[src/rtl/mem_access_unit.sv]
// MEM stage: forwards non-memory results in one cycle, or runs a single data-memory
// transaction (read or write) with an ack timeout that returns a faulted writeback.
module mem_access_unit #(
   parameter int TIMEOUT_CYCLES = 16
) (
   input  logic        CLK,
   input  logic        Reset,
   input  logic        IValid,
   input  logic        IRegWrite,
   input  logic        IMemWrite,
   input  logic        IMemRead,
   input  logic        IRegStore,
   input  logic [15:0] IALUResult,
   input  logic [15:0] I3rdArg,
   input  logic [15:0] IRd,
   output logic        MemReq,
   output logic        MemWe,
   output logic [15:0] MemAddr,
   output logic [15:0] MemWData,
   input  logic        MemAck,
   input  logic [15:0] MemRData,
   output logic        Stall,
   output logic        OValid,
   output logic        ORegWrite,
   output logic        ORegStore,
   output logic        OFault,
   output logic [15:0] OResult,
   output logic [15:0] ORd
);

   typedef enum logic {IDLE, ACCESS} state_t;

   localparam logic [7:0] TO_LAST = 8'(TIMEOUT_CYCLES - 1);

   state_t      state_q, state_d;
   logic [7:0]  cnt_q, cnt_d;
   logic        mem_req_q, mem_req_d;
   logic        mem_we_q, mem_we_d;
   logic [15:0] mem_addr_q, mem_addr_d;
   logic [15:0] mem_wdata_q, mem_wdata_d;
   logic [15:0] rd_q, rd_d;
   logic        reg_write_q, reg_write_d;
   logic        reg_store_q, reg_store_d;
   logic        o_valid_q, o_valid_d;
   logic        o_reg_write_q, o_reg_write_d;
   logic        o_reg_store_q, o_reg_store_d;
   logic        o_fault_q, o_fault_d;
   logic [15:0] o_result_q, o_result_d;
   logic [15:0] o_rd_q, o_rd_d;
   logic        mem_op;
   logic        stall;

   assign mem_op = IMemRead | IMemWrite;

   always_comb begin
      state_d       = state_q;
      cnt_d         = cnt_q;
      mem_req_d     = mem_req_q;
      mem_we_d      = mem_we_q;
      mem_addr_d    = mem_addr_q;
      mem_wdata_d   = mem_wdata_q;
      rd_d          = rd_q;
      reg_write_d   = reg_write_q;
      reg_store_d   = reg_store_q;
      o_valid_d     = 1'b0;
      o_fault_d     = 1'b0;
      o_reg_write_d = o_reg_write_q;
      o_reg_store_d = o_reg_store_q;
      o_result_d    = o_result_q;
      o_rd_d        = o_rd_q;
      stall         = 1'b0;
      case (state_q)
         IDLE: begin
            if (IValid && mem_op) begin
               stall       = 1'b1;
               mem_req_d   = 1'b1;
               mem_we_d    = IMemWrite;  // write wins when both bits are set
               mem_addr_d  = IALUResult;
               mem_wdata_d = I3rdArg;
               rd_d        = IRd;
               reg_write_d = IRegWrite;
               reg_store_d = IRegStore;
               cnt_d       = 8'd0;
               state_d     = ACCESS;
            end else if (IValid) begin
               o_valid_d     = 1'b1;
               o_result_d    = IALUResult;
               o_rd_d        = IRd;
               o_reg_write_d = IRegWrite;
               o_reg_store_d = IRegStore;
            end
         end
         ACCESS: begin
            stall = ~MemAck;
            if (MemAck) begin
               mem_req_d     = 1'b0;
               o_valid_d     = 1'b1;
               o_result_d    = mem_we_q ? mem_addr_q : MemRData;
               o_rd_d        = rd_q;
               o_reg_write_d = reg_write_q;
               o_reg_store_d = reg_store_q;
               state_d       = IDLE;
            end else if (cnt_q == TO_LAST) begin
               // Faulted op must not update the register file
               mem_req_d     = 1'b0;
               o_valid_d     = 1'b1;
               o_fault_d     = 1'b1;
               o_result_d    = 16'hFFFF;
               o_rd_d        = rd_q;
               o_reg_write_d = 1'b0;
               o_reg_store_d = 1'b0;
               state_d       = IDLE;
            end else begin
               cnt_d = (cnt_q == 8'hFF) ? cnt_q : cnt_q + 8'd1;
            end
         end
         default: state_d = IDLE;
      endcase
   end

   always_ff @(posedge CLK or posedge Reset) begin
      if (Reset) begin
         state_q       <= IDLE;
         cnt_q         <= 8'd0;
         mem_req_q     <= 1'b0;
         mem_we_q      <= 1'b0;
         mem_addr_q    <= 16'd0;
         mem_wdata_q   <= 16'd0;
         rd_q          <= 16'd0;
         reg_write_q   <= 1'b0;
         reg_store_q   <= 1'b0;
         o_valid_q     <= 1'b0;
         o_reg_write_q <= 1'b0;
         o_reg_store_q <= 1'b0;
         o_fault_q     <= 1'b0;
         o_result_q    <= 16'd0;
         o_rd_q        <= 16'd0;
      end else begin
         state_q       <= state_d;
         cnt_q         <= cnt_d;
         mem_req_q     <= mem_req_d;
         mem_we_q      <= mem_we_d;
         mem_addr_q    <= mem_addr_d;
         mem_wdata_q   <= mem_wdata_d;
         rd_q          <= rd_d;
         reg_write_q   <= reg_write_d;
         reg_store_q   <= reg_store_d;
         o_valid_q     <= o_valid_d;
         o_reg_write_q <= o_reg_write_d;
         o_reg_store_q <= o_reg_store_d;
         o_fault_q     <= o_fault_d;
         o_result_q    <= o_result_d;
         o_rd_q        <= o_rd_d;
      end
   end

   assign MemReq    = mem_req_q;
   assign MemWe     = mem_we_q;
   assign MemAddr   = mem_addr_q;
   assign MemWData  = mem_wdata_q;
   assign Stall     = stall;
   assign OValid    = o_valid_q;
   assign ORegWrite = o_reg_write_q;
   assign ORegStore = o_reg_store_q;
   assign OFault    = o_fault_q;
   assign OResult   = o_result_q;
   assign ORd       = o_rd_q;

endmodule

[config.mk]
export PLATFORM = sky130hd
export DESIGN_NAME = mem_access_unit
export DESIGN_NICKNAME = d
export VERILOG_FILES = /design/src/rtl/mem_access_unit.sv
export SDC_FILE = /design/constraint.sdc
export NUM_CORES = 1
export LEC_CHECK = 0
export ABC_CLOCK_PERIOD_IN_PS = 2600
export BUFFER_PORTS_ARGS = -buffer_cell sky130_fd_sc_hd__buf_4
export CAP_MARGIN = 20
export CORE_MARGIN = 3
export CORE_UTILIZATION = 40
export DETAILED_ROUTE_END_ITERATION = 7
export PLACE_DENSITY = 0.73
export RECOVER_POWER = 100
export SYNTH_ARGS = -nofsm -noshare
export SYNTH_HDL_FRONTEND = slang
export SYNTH_SLANG_ARGS = --single-unit
export TNS_END_PERCENT = 30
[constraint.sdc]
create_clock -name CLK -period 2.6 [get_ports CLK]
set_clock_uncertainty 0.05 [all_clocks]
set_input_delay 0 -clock CLK [delete_from_list [all_inputs] [get_ports CLK]]
set_output_delay 0 -clock CLK [all_outputs]
set_load 0.02 [all_outputs]
==> results of run 1 <==
-- sequential cells by signal, summed over array words and instances (netlist names) --
name,flops
state_q,1
ORegStore,1
MemAddr,16
reg_store_q,1
reg_write_q,1
OValid,1
rd_q,16
ORd,16
MemReq,1
OResult,16
OFault,1
ORegWrite,1
MemWe,1
MemWData,16
cnt_q,8
-- power by group --
part	switching, mW	total, mW	leakage [nW]	internal [mW]
combinational	1.02	1.66	1.65	0.640
clock	0.575	1.35	0.145	0.774
sequential	0.267	2.18	1.18	1.91
-- synthesized netlist by cell type (3+ instances only) --
cell type	n
a211o_1	3
a21oi_1	21
a31oi_1	3
buf_12	3
clkbuf_1	17
dfrtp_1	97
inv_1	5
mux2_2	21
mux2_4	29
mux2i_1	16
nand2_1	160
nand3_1	3
nor2_1	21
nor2b_1	3
o21ai_0	9
-- per-stage QoR --
step                instance area [um2]  setup slack, ns
floorplan                          4528          0.01628
global placement                   5757           0.3971
detailed placement                 5757           0.3323
CTS                                6604           0.3281
global route                       6198           0.1311
finish                             6198           0.2627
-- cell usage in the layout, fill, tap and decap left out, types with 4 or more instances in the layout --
| master | n |
|---|---|
| o21ai_0 | 9 |
| mux2_1 | 26 |
| nor2_1 | 21 |
| clkbuf_16 | 9 |
| mux2_2 | 21 |
| nand2_1 | 160 |
| mux2i_1 | 16 |
| dlygate4sd3_1 | 54 |
| inv_1 | 4 |
| dfrtp_1 | 96 |
| clkbuf_1 | 73 |
| a21oi_1 | 21 |
| buf_4 | 72 |
-- worst register-to-register path: cells and delay by family (launching register included) --
| kind | cells | cell delay [ns] |
|---|---|---|
| muxes | 1 | 0.36 |
| AOI/OAI and AO/OA | 2 | 0.48 |
| buffers and inverters | 1 | 0.20 |
| DFF | 1 | 0.44 |
| and+or+nand+nor | 1 | 0.69 |
-- cell type report --
type | count | area (um2)
clock inverters | 6 | 67.56
clock buffers | 10 | 239.0
inverters | 5 | 21.27
fillers | 1026 | 4737
multi-input cells | 314 | 1837
well taps | 140 | 175.2
flip-flops and latches | 97 | 2429
repair buffers | 205 | 1430
-- per-layer routing --
| layer | global-route usage | wire [um] |
|---|---|---|
| met1 | 0.2437 | 5075 |
| met2 | 0.3306 | 6013 |
| met3 | 0.03504 | 772 |
| met4 | 0.06811 | 257 |
| met5 | 0 | 0 |
-- how the worst max path moves through the flow --
stage | startpoint | end | slack [ns] | cells past startpoint
after floorplan | Reset | MemAddr[0] | 0.02 | 1
after global placement | cnt_q[4] | OResult[14] | 0.40 | 5
after detailed placement | cnt_q[4] | OResult[14] | 0.33 | 5
after CTS | cnt_q[4] | OResult[14] | 0.33 | 5
after global routing | IMemWrite | reg_store_q | 0.13 | 6
final | cnt_q[4] | OResult[0] | 0.26 | 5
-- timing repair --
| action | CTS | global route |
|---|---|---|
| hold endpoints to repair | 117 | 0 |
| setup buffers | 0 | 0 |
| hold buffers | 54 | 0 |
-- cell families after synthesis --
group           share of synthesized area
compound gates                    0.06079
fa+ha+maj                        0.002763
buf+inv                           0.03786
flops                              0.5361
mux                                0.1838
simple gates                       0.1788
==> run metrics, run 1 <==
pin count of the biggest net entering global routing 51; fmax 427.8 MHz; hold slack 0.04461 ns; # setup viols final 0; Syn Std Cell Area 4528 um2; R2R cell count 5; sequential share of the synthesized area 0.5361; Synth async-reset ratio 1.000; CTS tree done; initial antenna violation count 0; Resized Gates After CTS 0; vias per cell 4.955; period utilization 0.8990; R2R Path End OResult[0]; Worst Path Max Fanout 18; Finished Layout Cells 777; effective utilization at floorplan 0.4141; Clock Root Buffer clkbuf_16; WL final 12.12 mm; die span in x 112.4 um; Post-Route Utilization 0.5668; Tot GR Track Use 0.1922; EDFF count, synth 0; H-tree Lvls 3; first-pass GRT wire length 19.71 mm; synth warn 0; RSZ-0062 raised after global routing false; row count 38; DRT iter0 DRCs 132; top post-synthesis cells by area dfrtp_1 54%, nand2_1 13%, mux2_4 9.6%; Ant. Diodes 0; Slew HR 0.1542; crit start category flop; worst hold path stage count 4; die area 12630 um2; worst vdd ir 0.0003987 V; synth-to-layout area growth 36.89%; clock tree buffer depth 2; I/O Pins 143; Placed Instances 707; routed via count 3850; Net Count, Synth 514; FF-to-FF setup slack 0.26 ns; critical-path cell list or4_1, o21ai_2, a22o_1, buf_12, mux2_1; Layout Nets 705; Avg Inst Size Synth 10.27 um2; Data required, critical path 2.76 ns; crit path time final 2.337 ns; CTS Buf Count 9; reg2reg start cnt_q[4]; Post-DP HPWL 8.033 mm; critical path class flop to flop; max-slew violations 0; CP Data Arrival Time 2.50 ns; hold path start MemRData[6]; Post-synth top flop dfrtp_1; layout cell share with drive strength beyond 1 0.1931; Synth cell types 39; Max Cap Viol 0; CP max-delay cell or4_1; pwr/cell area 837.2 nW/um2; Routability Congestion 0.7756; Worst-Margin Slew 1.269 ns; antenna-violating nets left 0; vias in the first global route 4072; Buffers & Inverters on Critical Path 1; wire length per cell 15.60 um; WHS Endpoint OResult[6]; die height 112.4 um; Clock Latency Late Sink 0.33 ns; Final Hold Fails 0; Post-Synthesis Cells 441; share of the synthesized area in the top cell type 0.5361; Synth area leader dfrtp_1; CORE AREA 10940 um2; CTS sink count 97; DRC Markers 0; GRT Residual Overflow 0; CP Capture Type flop; Synth Register Bits 97; P_leak 2.979 nW; outcome finished, final reports clean; clock-pin slew on the worst setup and hold paths 0.07 ns; path category of the worst min-delay check input port to flop; Largest stage delay, worst path 0.69 ns; total power 5.189 mW; IO buf count 142; Worst path top cell family by delay simple AND/OR/NAND/NOR gates; Pre-antenna DRT Iters 4; setup TNS 0 ns
(Power assumes the default switching activity.)
==> run 2, diff against run 1 <==
--- a/config.mk
+++ b/config.mk
@@ -13,7 +13,8 @@
 export DETAILED_ROUTE_END_ITERATION = 7
 export PLACE_DENSITY = 0.73
 export RECOVER_POWER = 100
+export SETUP_SLACK_MARGIN = 0.4
 export SYNTH_ARGS = -nofsm -noshare
 export SYNTH_HDL_FRONTEND = slang
 export SYNTH_SLANG_ARGS = --single-unit
-export TNS_END_PERCENT = 30
+export TNS_END_PERCENT = 1
==> run 2 against run 1 <==
Wire length is 0.48% higher. Fmax is 5.3% higher. Die area stayed put.
==> run metrics, run 2 (synthesized netlist as in run 1, its figures left out) <==
Metal-1 WL 5.239 mm (was 5.075 mm); filler instances 978 (was 1026); antenna-violating nets left 0 (unchanged); effective utilization at floorplan 0.4141 (unchanged); wire length per cell 15.63 um (was 15.60 um); RSZ-0062 raised after global routing false (unchanged); clock-pin slew on the worst setup and hold paths 0.07 ns (about the same); outcome finished, final reports clean (unchanged); Slew HR 0.03654 (was 0.1542); I/O Pins 143 (unchanged); Tot GR Track Use 0.1958 (was 0.1922); synth-to-layout area growth 38.49% (was 36.89%); setup TNS 0 ns (unchanged); row count 38 (unchanged); Final Hold Fails 0 (unchanged); max-slew violations 0 (unchanged); crit path time final 2.220 ns (was 2.337 ns); GRT Residual Overflow 0 (unchanged); DRT iter0 DRCs 209 (was 132); Finished Layout Cells 779 (was 777); Worst Path Max Fanout 15 (was 18); CP max-delay cell or4_1 (unchanged); die height 112.4 um (unchanged); path category of the worst min-delay check input port to flop (unchanged); Largest stage delay, worst path 0.67 ns (was 0.69 ns); critical-path cell list or4_1, o21ai_2, a22o_4, buf_12, mux2_1 (was or4_1, o21ai_2, a22o_1, buf_12, mux2_1); CTS tree done (unchanged); Comb pwr share 0.317 (was 0.320); clock tree buffer depth 2 (unchanged); period utilization 0.8540 (was 0.8990); die span in x 112.4 um (unchanged); WL final 12.18 mm (was 12.12 mm); worst vdd ir 0.0004031 V (was 0.0003987 V); layout cell share with drive strength beyond 1 0.2019 (was 0.1931); Clk pwr share 0.267 (was 0.260); # setup viols final 0 (unchanged); IO buf count 142 (unchanged); Placed Instances 708 (was 707); pin count of the biggest net entering global routing 62 (was 51); CP Capture Type flop (unchanged); Ant. Diodes 0 (unchanged); Clock Latency Late Sink 0.33 ns (about the same); H-tree Lvls 3 (unchanged); hold slack 0.02207 ns (was 0.04461 ns); Post-DP HPWL 7.942 mm (was 8.033 mm); placed instance area 5753 um2 (was 5757 um2); total power 5.262 mW (was 5.189 mW); Internal 3.418 mW (was 3.328 mW); vias per cell 4.956 (was 4.955); Switching Share 0.3505 (was 0.3587); CORE AREA 10940 um2 (unchanged); Pre-antenna DRT Iters 4 (unchanged); Data required, critical path 2.76 ns (about the same); DRC Markers 0 (unchanged); Worst path top cell family by delay simple AND/OR/NAND/NOR gates (unchanged); fmax 450.4 MHz (was 427.8 MHz); Routability Congestion 0.8108 (was 0.7756); Worst-Margin Slew 1.445 ns (was 1.269 ns); Buffers & Inverters on Critical Path 1 (unchanged); Clock Root Buffer clkbuf_16 (unchanged); CP Data Arrival Time 2.38 ns (was 2.50 ns); commonest cells after routing, fill and taps aside 160 x nand2_1, 95 x dfrtp_1, 74 x buf_4 (was 160 x nand2_1, 96 x dfrtp_1, 73 x clkbuf_1); DR WL met3 669 um (was 772 um); vias in the first global route 4054 (was 4072); commonest non-fill, non-tap cell in the layout nand2_1 (unchanged); routed via count 3861 (was 3850); CTS Buf Count 9 (unchanged); die area 12630 um2 (unchanged); post-route cell area 6271 um2 (was 6198 um2); first-pass GRT wire length 20.16 mm (was 19.71 mm); Met2 Routed Length 6.076 mm (was 6.013 mm); Layout Nets 707 (was 705); critical path class flop to flop (unchanged); Switching Power 1.844 mW (was 1.861 mW); Max Cap Viol 0 (unchanged); crit start category flop (unchanged); pwr/cell area 839.1 nW/um2 (was 837.2 nW/um2); initial antenna violation count 0 (unchanged); FF-to-FF setup slack 0.38 ns (was 0.26 ns); CTS sink count 97 (unchanged); P_leak 3.018 nW (was 2.979 nW); Reg power frac 0.415 (was 0.420); top routing layer used met4 (unchanged)
run 2: layer usage:
metal / vias to the layer above / GRT usage
li1: 1849 / -
met1: 1855 / 0.2490
met2: 138 / 0.3413
met3: 19 / 0.03558
met4: 0 / 0.05849
met5: - / 0
run 2: worst paths after layout:
check                        endpoint  cells past startpoint        start
setup / recovery               ORd[5]                      5     cnt_q[5]
hold / removal             OResult[0]                      4  MemRData[0]
hold reg to reg              rd_q[13]                      2     rd_q[13]
setup reg to reg               ORd[5]                      5     cnt_q[5]
min in group asynchronous    cnt_q[1]                      3        Reset
max in group asynchronous    cnt_q[4]                      4        Reset
run 2: power groups by stage:
stage	Clock, mW	Sequential [mW]	Combinational, mW
after floorplan	0	2.55	0.817
after global placement	0	2.21	1.95
after detailed placement	0	2.22	2.00
after CTS	1.44	2.20	2.07
after global routing	1.51	2.24	1.82
final	1.41	2.19	1.67
run 2: layout make-up:
type,count,area [um2],share of cell area
sequential,97,2430,0.3875
multi-input combinational,314,1858,0.2963
timing repair buffer,207,1469,0.2342
clock buffer,10,229.0,0.03651
tap,140,175.2,0.02793
clock inverter,6,90.09,0.01437
inverter,5,20.02,0.003192
run 2: per-stage QoR:
step,setup slack [ns],util
2_1_floorplan,0.4980,-
3_3_place_gp,0.3156,0.5261
3_5_place_dp,0.2577,0.5261
4_1_cts,0.4120,0.6054
5_1_grt,0.2640,0.5735
6_report,0.3796,0.5735
run 2: repair_timing:
item / in CTS / in global routing
endpoints found under the setup margin: 22 / 19
cloned: 0 / 1
endpoints found under the hold margin: 165 / 0
setup buffers: 0 / 0
hold buffers: 54 / 0
gates resized for setup: 2 / 4
run 2: worst register-to-register path: stages (launching register included):
cell and delay (ns):
dfrtp_1 0.46, or4_1 0.67, o21ai_2 0.22, a22o_4 0.19, buf_12 0.16, mux2_1 0.35
